**config.mk**
```make
export PLATFORM = sky130hd
export DESIGN_NAME = axi4_stream_pkt_pad
export DESIGN_NICKNAME = d
export VERILOG_FILES = /design/src/rtl/axi4_stream_pkt_pad.sv
export SDC_FILE = /design/constraint.sdc
export NUM_CORES = 1
export LEC_CHECK = 0
export ABC_AREA = 0
export CORE_UTILIZATION = 48
export DETAILED_ROUTE_END_ITERATION = 10
export PLACE_DENSITY = 0.77
export SYNTH_ARGS = -nofsm -noshare
export SYNTH_HDL_FRONTEND = slang
export SYNTH_SLANG_ARGS = --single-unit
export TNS_END_PERCENT = 30
```
**constraint.sdc**
```tcl
create_clock -name clk_i -period 5.45 [get_ports clk_i]
set_clock_uncertainty 0.05 [all_clocks]
set_input_delay 1.3625 -clock clk_i [delete_from_list [all_inputs] [get_ports clk_i]]
set_output_delay 1.3625 -clock clk_i [all_outputs]
set_load 0.02 [all_outputs]
```
**src/rtl/axi4_stream_pkt_pad.sv**
```systemverilog
// axi4_stream_pkt_pad
// AXI4-Stream stage that extends short packets to at least min_pkt_size_i bytes.
// Padding fills the free lanes of the tlast beat first. If more bytes are
// needed, the block then emits whole pad beats. Packets at or above the minimum
// pass through with data and sideband unchanged. There is one output register.
// Optional build macro: AXI4_STREAM_PKT_PAD_STAT_EN adds padded_pkt_cnt_o.
// Stream ports are flattened: pkt_i_<field> / pkt_o_<field>.
module axi4_stream_pkt_pad #(
  parameter int         DATA_WIDTH     = 32,
  parameter int         ID_WIDTH       = 1,
  parameter int         DEST_WIDTH     = 1,
  parameter int         USER_WIDTH     = 1,
  parameter int         MAX_PKT_SIZE_B = 2048,
  parameter int         PKT_SIZE_WIDTH = $clog2(MAX_PKT_SIZE_B),
  parameter logic [7:0] PAD_BYTE       = 8'h00
) (
  input  logic                      clk_i,
  input  logic                      rst_n_i,
  input  logic [PKT_SIZE_WIDTH:0]   min_pkt_size_i,
  // input stream
  input  logic                      pkt_i_tvalid,
  output logic                      pkt_i_tready,
  input  logic [DATA_WIDTH-1:0]     pkt_i_tdata,
  input  logic [DATA_WIDTH/8-1:0]   pkt_i_tkeep,
  input  logic [DATA_WIDTH/8-1:0]   pkt_i_tstrb,
  input  logic                      pkt_i_tlast,
  input  logic [ID_WIDTH-1:0]       pkt_i_tid,
  input  logic [DEST_WIDTH-1:0]     pkt_i_tdest,
  input  logic [USER_WIDTH-1:0]     pkt_i_tuser,
  // output stream
  output logic                      pkt_o_tvalid,
  input  logic                      pkt_o_tready,
  output logic [DATA_WIDTH-1:0]     pkt_o_tdata,
  output logic [DATA_WIDTH/8-1:0]   pkt_o_tkeep,
  output logic [DATA_WIDTH/8-1:0]   pkt_o_tstrb,
  output logic                      pkt_o_tlast,
  output logic [ID_WIDTH-1:0]       pkt_o_tid,
  output logic [DEST_WIDTH-1:0]     pkt_o_tdest,
  output logic [USER_WIDTH-1:0]     pkt_o_tuser
`ifdef AXI4_STREAM_PKT_PAD_STAT_EN
  ,
  output logic [31:0]               padded_pkt_cnt_o
`endif
);

  localparam int             DB     = DATA_WIDTH / 8;
  localparam int             SW     = PKT_SIZE_WIDTH + 1;
  localparam logic [SW-1:0]  DB_SZ  = SW'(DB);
  localparam logic [SW-1:0]  MAX_SZ = SW'(MAX_PKT_SIZE_B);

  localparam logic [0:0] PASS_S = 1'b0;
  localparam logic [0:0] PAD_S  = 1'b1;

  // Number of valid lanes in a beat (lanes are contiguous from lane 0).
  function automatic logic [SW-1:0] popcnt(input logic [DB-1:0] m);
    logic [SW-1:0] c;
    c = '0;
    for (int l = 0; l < DB; l++) begin
      c = c + SW'(m[l]);
    end
    return c;
  endfunction

  // Byte-count accumulation that sticks at all-ones instead of wrapping.
  function automatic logic [SW-1:0] sat_add(input logic [SW-1:0] a, input logic [SW-1:0] b);
    logic [SW:0] s;
    s = {1'b0, a} + {1'b0, b};
    return s[SW] ? {SW{1'b1}} : s[SW-1:0];
  endfunction

  // Requests above the supported maximum are treated as the maximum.
  function automatic logic [SW-1:0] clamp_min(input logic [SW-1:0] m);
    return (m > MAX_SZ) ? MAX_SZ : m;
  endfunction

  // control state
  logic [0:0]            state_q,    state_d;
  logic [SW-1:0]         byte_cnt_q, byte_cnt_d;
  logic [SW-1:0]         pad_left_q, pad_left_d;
  logic                  first_q,    first_d;
  logic [SW-1:0]         min_q,      min_d;

  // output register
  logic                  o_valid_q, o_valid_d;
  logic                  o_last_q,  o_last_d;
  logic [DATA_WIDTH-1:0] o_data_q,  o_data_d;
  logic [DB-1:0]         o_keep_q,  o_keep_d;
  logic [DB-1:0]         o_strb_q,  o_strb_d;
  logic [ID_WIDTH-1:0]   o_id_q,    o_id_d;
  logic [DEST_WIDTH-1:0] o_dest_q,  o_dest_d;
  logic [USER_WIDTH-1:0] o_user_q,  o_user_d;

  // datapath helpers
  logic                  out_free;
  logic                  in_acc;
  logic [SW-1:0]         vb;
  logic [SW-1:0]         min_cur;
  logic [SW-1:0]         total;
  logic [SW-1:0]         need;
  logic [SW-1:0]         room;

  logic [DATA_WIDTH-1:0] pass_data;
  logic [DB-1:0]         pass_keep;
  logic [DB-1:0]         pass_strb;
  logic                  pass_last;
  logic                  pass_go_pad;
  logic [SW-1:0]         pass_pad_left;

  logic [DB-1:0]         pad_keep;
  logic                  pad_last;

  assign out_free     = !o_valid_q || pkt_o_tready;
  assign pkt_i_tready = (state_q == PASS_S) && out_free;
  assign in_acc       = pkt_i_tvalid && pkt_i_tready;

  assign vb      = popcnt(pkt_i_tkeep | pkt_i_tstrb);
  // The minimum is taken from the port only on a packet's first beat.
  assign min_cur = first_q ? clamp_min(min_pkt_size_i) : min_q;
  assign total   = sat_add(byte_cnt_q, vb);
  assign need    = (min_cur > total) ? (min_cur - total) : '0;
  assign room    = DB_SZ - vb;

  assign pkt_o_tvalid = o_valid_q;
  assign pkt_o_tlast  = o_last_q;
  assign pkt_o_tdata  = o_data_q;
  assign pkt_o_tkeep  = o_keep_q;
  assign pkt_o_tstrb  = o_strb_q;
  assign pkt_o_tid    = o_id_q;
  assign pkt_o_tdest  = o_dest_q;
  assign pkt_o_tuser  = o_user_q;

  // Shape an accepted input beat: pad the free lanes of a short tlast beat.
  always_comb begin
    pass_data     = pkt_i_tdata;
    pass_keep     = pkt_i_tkeep;
    pass_strb     = pkt_i_tstrb;
    pass_last     = pkt_i_tlast;
    pass_go_pad   = 1'b0;
    pass_pad_left = '0;
    if (pkt_i_tlast && (need != '0)) begin
      if (need > room) begin
        // The tlast beat cannot hold all the padding, so fill every free lane
        // and finish the packet with whole pad beats.
        pass_go_pad   = 1'b1;
        pass_last     = 1'b0;
        pass_pad_left = need - room;
      end
      for (int l = 0; l < DB; l++) begin
        if ((SW'(l) >= vb) && (pass_go_pad || (SW'(l) < (vb + need)))) begin
          pass_data[8*l +: 8] = PAD_BYTE;
          pass_keep[l]        = 1'b1;
          pass_strb[l]        = 1'b1;
        end
      end
    end
  end

  // Build the lane mask and last flag for the next pure pad beat.
  always_comb begin
    pad_keep = '0;
    for (int l = 0; l < DB; l++) begin
      pad_keep[l] = (SW'(l) < pad_left_q);
    end
    pad_last = (pad_left_q <= DB_SZ);
  end

  // Next-state logic for the packet tracker and the output register.
  always_comb begin
    state_d    = state_q;
    byte_cnt_d = byte_cnt_q;
    pad_left_d = pad_left_q;
    first_d    = first_q;
    min_d      = min_q;
    o_valid_d  = o_valid_q;
    o_last_d   = o_last_q;
    o_data_d   = o_data_q;
    o_keep_d   = o_keep_q;
    o_strb_d   = o_strb_q;
    o_id_d     = o_id_q;
    o_dest_d   = o_dest_q;
    o_user_d   = o_user_q;
    if (in_acc) begin
      min_d     = min_cur;
      o_valid_d = 1'b1;
      o_last_d  = pass_last;
      o_data_d  = pass_data;
      o_keep_d  = pass_keep;
      o_strb_d  = pass_strb;
      o_id_d    = pkt_i_tid;
      o_dest_d  = pkt_i_tdest;
      o_user_d  = pkt_i_tuser;
      if (pkt_i_tlast) begin
        byte_cnt_d = '0;
        first_d    = 1'b1;
        if (pass_go_pad) begin
          state_d    = PAD_S;
          pad_left_d = pass_pad_left;
        end
      end else begin
        byte_cnt_d = total;
        first_d    = 1'b0;
      end
    end else if (out_free) begin
      if (state_q == PAD_S) begin
        // Pad beats keep the sideband of the last input beat.
        o_valid_d = 1'b1;
        o_data_d  = {DB{PAD_BYTE}};
        o_keep_d  = pad_keep;
        o_strb_d  = pad_keep;
        o_last_d  = pad_last;
        if (pad_last) begin
          state_d    = PASS_S;
          pad_left_d = '0;
        end else begin
          pad_left_d = pad_left_q - DB_SZ;
        end
      end else begin
        o_valid_d = 1'b0;
      end
    end
  end

  // Control state registers.
  always_ff @(posedge clk_i or negedge rst_n_i) begin
    if (!rst_n_i) begin
      state_q    <= PASS_S;
      byte_cnt_q <= '0;
      pad_left_q <= '0;
      first_q    <= 1'b1;
      min_q      <= '0;
    end else begin
      state_q    <= state_d;
      byte_cnt_q <= byte_cnt_d;
      pad_left_q <= pad_left_d;
      first_q    <= first_d;
      min_q      <= min_d;
    end
  end

  // Output register; cleared on reset so a dropped packet leaves nothing behind.
  always_ff @(posedge clk_i or negedge rst_n_i) begin
    if (!rst_n_i) begin
      o_valid_q <= 1'b0;
      o_last_q  <= 1'b0;
      o_data_q  <= '0;
      o_keep_q  <= '0;
      o_strb_q  <= '0;
      o_id_q    <= '0;
      o_dest_q  <= '0;
      o_user_q  <= '0;
    end else begin
      o_valid_q <= o_valid_d;
      o_last_q  <= o_last_d;
      o_data_q  <= o_data_d;
      o_keep_q  <= o_keep_d;
      o_strb_q  <= o_strb_d;
      o_id_q    <= o_id_d;
      o_dest_q  <= o_dest_d;
      o_user_q  <= o_user_d;
    end
  end

`ifdef AXI4_STREAM_PKT_PAD_STAT_EN
  logic        padded_q, padded_d;
  logic [31:0] pcnt_q,   pcnt_d;

  assign padded_pkt_cnt_o = pcnt_q;

  // Track whether the beat in the output register belongs to an extended packet.
  always_comb begin
    padded_d = padded_q;
    pcnt_d   = pcnt_q;
    if (o_valid_q && pkt_o_tready && o_last_q && padded_q) begin
      pcnt_d = pcnt_q + 32'd1;
    end
    if (in_acc) begin
      padded_d = pkt_i_tlast && (need != '0);
    end else if (out_free && (state_q == PAD_S)) begin
      padded_d = 1'b1;
    end
  end

  // Padded-packet statistics registers.
  always_ff @(posedge clk_i or negedge rst_n_i) begin
    if (!rst_n_i) begin
      padded_q <= 1'b0;
      pcnt_q   <= '0;
    end else begin
      padded_q <= padded_d;
      pcnt_q   <= pcnt_d;
    end
  end
`endif

endmodule

```
=== Word-level counts from Yosys, hierarchy flattened ===
Cells that the tools add are included.

* Flip-flop bits (word level): 83
* Input bits: 60
* Output and inout bits: 46

* $add $sub $neg: 9
* $lt $le $gt $ge: 16
* Eq/ne operators: 2
* Multiplexer cells: 53
* Bitwise operators: 2
* Reduce and logical (&&, ||, !) cells: 19

{| class="wikitable"
|+ Operators with widths
! cell !! count
|-
| $mux W12 || 13
|-
| $mux W32 || 4
|-
| $lt A1 B12 Y1 const A || 4
|-
| $lt A2 B12 Y1 const A || 4
|-
| $mux W8 || 4
|-
| $mux W1 || 26
|-
| $gt A12 B12 Y1 || 2
|-
| $mux W4 || 6
|-
| $sub A12 B12 Y12 || 2
|-
| $add A12 B4 Y13 || 1
|-
| $add A4 B12 Y12 || 1
|-
| $gt A12 B12 Y1 const B || 1
|-
| $le A12 B3 Y1 const B || 1
|-
| $reduce_bool A12 Y1 || 1
|-
| $sub A12 B3 Y12 const B || 1
|-
| $ge A1 B4 Y1 const A || 2
|-
| $ge A2 B4 Y1 const A || 2
|-
| $logic_and A1 B1 Y1 || 7
|-
| $logic_or A1 B1 Y1 || 5
|-
| $sub A3 B4 Y5 const A || 1
|-
| $add A3 B1 Y4 || 1
|-
| $or A4 B4 Y4 || 1
|-
| $reduce_and A4 Y1 || 1
|-
| $reduce_bool A2 Y1 || 2
|-
| 8 further kinds || 8
|}

=== Depth between registers and ports, before layout ===
* Depth after elaboration: 16
* Depth in mapped cells: 35

=== Worst setup path before layout ===
No wires, ideal clock.

* Kind: input-to-reg
* Start point: in pkt_i_tstrb[0]
* End point: reg o_data_q[10] (netlist: pkt_o_tdata[10])
* Setup time: 0.066 ns
* Data arrival time: 7.959 ns
* Setup slack: -2.625 ns
* Stages on the path: 33
* Buffers on the path: 3
* Path through: or2_2 > fa_1 > ha_1 > ha_1 > inv_1 > fa_1 > inv_1 > a21o_1 > nand4_1 > nor2_1 > and3_1 > clkbuf_1 > nor2_1 > ha_1 > buf_2 > and3_1 > nand4_1 > o32ai_1 > a31o_2 > clkbuf_1 > nor2_1 > fa_1 > a21o_1 > a21oi_1 > o21ai_0 > a31oi_1 > nand4b_1 > a21oi_1 > nor2_1 > and4_4 > nand2_1 > a31oi_4 > a22o_1

* Word-level cells in the longest chain between the ends: 16
* Elaborated cells on any way between the ends: 23
* Those cells by class: 7 x add/sub; 4 x order compare; 7 x mux; 1 x bitwise; 4 x reduce/logical

{| class="wikitable"
|+ RTL lines
! item !! RTL line !! source
|-
| start, declared || 25 || <nowiki>input logic [DATA_WIDTH/8-1:0] pkt_i_tstrb,</nowiki>
|-
| $or A4 B4 Y4 * || 116 || <nowiki>assign vb = popcnt(pkt_i_tkeep | pkt_i_tstrb);</nowiki>
|-
| $add A1 B1 Y2 * || 59 || <nowiki>c = c + SW'(m[l]);</nowiki>
|-
| $add A2 B1 Y3 * || 59 ||
|-
| $add A3 B1 Y4 * || 59 ||
|-
| parallel branches: the longest is 10 deep, another holds $add A12 B4 Y13 || n/a ||
|-
| $mux W32 * || 140 || <nowiki>if (pkt_i_tlast && (need != '0)) begin</nowiki>
|-
| $mux W32 * || 182 || <nowiki>if (in_acc) begin</nowiki>
|-
| end signal, assigned || 254 || <nowiki>o_data_q <= o_data_d;</nowiki>
|-
| end, declared || 86 || <nowiki>logic [DATA_WIDTH-1:0] o_data_q, o_data_d;</nowiki>
|}

Every way passes the cells marked *. The select of a mux whose other input is x is not followed.
A chain may end at the register's enable or synchronous reset.

=== Final worst setup path ===
* Start point: in pkt_i_tkeep[1]
* End point: reg o_data_q[7] (netlist: pkt_o_tdata[7])

* Word-level cells in the longest chain between the ends: 16
* Elaborated cells on any way between the ends: 23
* Those cells by class: 7 x add/sub; 4 x order compare; 7 x mux; 1 x bitwise; 4 x reduce/logical

{| class="wikitable"
|+ RTL lines
! item !! RTL line !! source
|-
| start, declared || 24 || <nowiki>input logic [DATA_WIDTH/8-1:0] pkt_i_tkeep,</nowiki>
|-
| $or A4 B4 Y4 * || 116 ||
|-
| $add A1 B1 Y2 * || 59 ||
|-
| $add A2 B1 Y3 * || 59 ||
|-
| $add A3 B1 Y4 * || 59 ||
|-
| parallel branches: the longest is 10 deep, another holds $add A12 B4 Y13 || n/a ||
|-
| $mux W32 * || 140 ||
|-
| $mux W32 * || 182 ||
|}

Marks and branches as above.

==> impl_metrics.tcl <==
set metrics [dict create \
    setup_slack_ns -2.05 \
    gp_congestion 0.985 \
    violations "DRC, setup timing" \
    synth_warnings 0 \
    viasPerCell 5.95 \
    routedWlPerCell_um 19.5 \
    cap_violations 0 \
    clock_sinks 83 \
    worst_pin_slew_ns 0.865 \
    core_um2 11600 \
    slew_headroom_pct 41.7 \
    ys_async_sr_fraction_pct 100 \
    preCtsSetupSlack_ns -2.66 \
    finalMaxSlewViolations 0 \
    antenna_found_initial 0 \
    rsz0062_at_grt "true" \
    antenna_cells 0 \
    fin_util_pct 78.6 \
    cp-start-kind "input port" \
    cts_buffer_depth 2 \
    clk_pin_slew_ns 0.07 \
    muxShareOfSynthArea_pct 0.758 \
    worstSetupPathType "in -> reg" \
    drive_above_1_share_pct 33.1 \
    cts_tree "done" \
    die_x_um 112 \
    routed_wl_um 20900 \
    cts_root_buffer "clkbuf_16" \
    setup_violations 55 \
    vias 6389 \
    clock.fmax_mhz 133 \
    ios 106 \
    drt-initial-drc-count 517 \
    rr_worst_depth 41 \
    hp-class "reg -> reg" \
    dieArea_um2 12500 \
    io_buffers 105 \
    cp-endpoint "pkt_o_tdata[7]$_DFFE_PN0P_" \
    r2r_setup_slack_ns -0.32 \
    min_period_ns 7.50 \
    grt_use_total_pct 33.3 \
    crit_start "pkt_i_tkeep[1]" \
    cp_data_arrival_time_ns 7.74 \
    crit_fanout 8 \
    start_util_pct 49.9 \
    firstDrtPassIters 9 \
    final_area_um2 9080 \
    area_delta_synth_final_pct 57.3 \
    end_kind "register" \
    regToRegStartpoint "byte_cnt_q[0]$_DFFE_PN0P_" \
    grt_pass1_vias 6563 \
    hpwlAfterDp_um 13500 \
    crit_top_cell "ha_4" \
    netlist_area_um2 5780 \
    fin_hold_ws_ns 0.428 \
    ys_seq_area_share_pct 36.0 \
    nets 1030 \
    syn_avg_cell_area_um2 8.97 \
    dieHeight_um 112 \
    synthAdderAreaFrac_pct 10.5 \
    hold_viol_final 0 \
    synth_edf_count 0 \
    cpPeakStageDelay_ns 0.52 \
    synth-simple-area-share_pct 17.7 \
    fin_crit_sh_pct 138 \
    synth_xor_area_share_pct 4.38 \
    grt_max_degree 47 \
    fillers 670 \
    htreeDepth 3 \
    synth-seq-cells 83 \
    overflow 0 \
    status "complete, but fails checks" \
    place_area_um2 8060 \
    rr_endpoint "byte_cnt_q[0]$_DFFE_PN0P_" \
    synth_cell_types 74 \
    clkLatencyLatePin_ns 0.35 \
    rows 39 \
    grt_pass1_wl_um 32800 \
    ant_nets 0 \
    synth-compound-area-share_pct 26.2 \
    drc 7 \
    synth_flop_cell "dfrtp_1" \
    worstPathRequired_ns 5.69 \
    syn_inst 644 \
    critPathSlowestCell "fa_1" \
    cts_buffers 9 \
    synth_nets 749 \
    synth_top_family_by_area "compound AO/OA/AOI/OAI gates" \
]
worst min-delay path by stage:
stage	start	to	slack, ns	cells after the start
after floorplan	min_q[0]$_DFFE_PN0P_	min_q[0]$_DFFE_PN0P_	0.39	2
after global placement	pad_left_q[11]$_DFFE_PN0P_	pad_left_q[11]$_DFFE_PN0P_	0.41	1
after detailed placement	pkt_o_tdest$_DFFE_PN0P_	pkt_o_tdest$_DFFE_PN0P_	0.42	2
after CTS	pkt_o_tuser$_DFFE_PN0P_	pkt_o_tuser$_DFFE_PN0P_	0.43	2
after global routing	pkt_o_tdest$_DFFE_PN0P_	pkt_o_tdest$_DFFE_PN0P_	0.46	2
final	pkt_o_tuser$_DFFE_PN0P_	pkt_o_tuser$_DFFE_PN0P_	0.43	2
state kept, by name (all words and copies together), names as in the netlist:
register      flops
pkt_o_tkeep       4
pkt_o_tdest       1
min_q            12
state_q           1
first_q           1
pkt_o_tstrb       4
byte_cnt_q       12
pkt_o_tid         1
pad_left_q       12
pkt_o_tdata      32
pkt_o_tuser       1
pkt_o_tvalid      1
pkt_o_tlast       1
kinds of logic after synthesis:
kind of cell             after synthesis
AND/OR/NAND/NOR                      212
AO/OA/AOI/OAI                        209
flip-flops                            83
buffers and inverters                 63
adder cells (fa/ha/maj)               45
XOR/XNOR                              28
multiplexers                           4
worst max-delay path: cells and delay by family:
family,cells,cell delay [ns]
AO/OA/AOI/OAI,7,1.35
XOR/XNOR,2,0.19
buffers and inverters,5,0.60
AND/OR/NAND/NOR,12,2.35
adder cells (fa/ha/maj),6,1.88
layer usage:
metal | track usage, % | wire length, um
met5 | 0 | 0
met4 | 19.2 | 1290
met3 | 7.40 | 1330
met2 | 58.9 | 10500
met1 | 36.8 | 7850
cell usage in the layout (no fill, tap or decap), types with 11 or more instances in the layout:
cell,count
nand2_1,70
clkdlybuf4s50_1,98
o22ai_1,11
nand3_1,13
nor2_1,39
xnor2_1,16
dfrtp_1,82
a22o_1,38
ha_4,11
inv_1,29
ha_1,27
buf_6,11
a21o_1,15
a21oi_1,20
buf_4,181
o21ai_0,48
Yosys cell counts, types with 8 or more instances:
master / number / share of area, %
dfrtp_1: 82 / 36
nand2_1: 74 / 4.8
o21ai_0: 57 / 4.9
nor2_1: 46 / 3.0
ha_1: 39 / 8.4
a22o_1: 38 / 5.8
inv_1: 38 / 2.5
a21oi_1: 28 / 2.4
clkbuf_1: 17 / 1.1
nand3_1: 17 / 1.5
xnor2_1: 17 / 2.6
a21o_1: 15 / 1.9
nor3_1: 12 / 1.0
o22ai_1: 11 / 1.2
nor2b_1: 10 / 1.1
xor2_1: 10 / 1.5
and2_1: 8 / 0.87
what timing repair did:
| item | 4_1_cts | 5_1_grt |
|---|---|---|
| buffers inserted | 40 | 12 |
| hold buffers | 0 | 0 |
| resized for setup | 65 | 32 |
| pin swaps | 55 | 52 |
| endpoints found under the setup margin | 54 | 55 |
cell type report:
class / instances / area, um2 / share of cell area, %
clock buffers: 9 / 225 / 2.48
multi-input cells: 498 / 3880 / 42.7
flip-flops and latches: 83 / 2080 / 22.9
repair buffers: 295 / 2530 / 27.8
clock inverters: 7 / 50.0 / 0.551
well taps: 143 / 179 / 1.97
inverters: 38 / 148 / 1.63
through the flow:
| step | TNS (ns) | cells |
|---|---|---|
| after floorplan | -100.45 | 644 |
| after global placement | -129.54 | 1005 |
| after detailed placement | -137.57 | 1005 |
| after CTS | -90.59 | 1061 |
| after global routing | -118.72 | 1073 |
| final | -104.07 | 1073 |
Power is not shown: default switching activity piles up to over one toggle a cycle in this logic, so the estimate is an artifact.
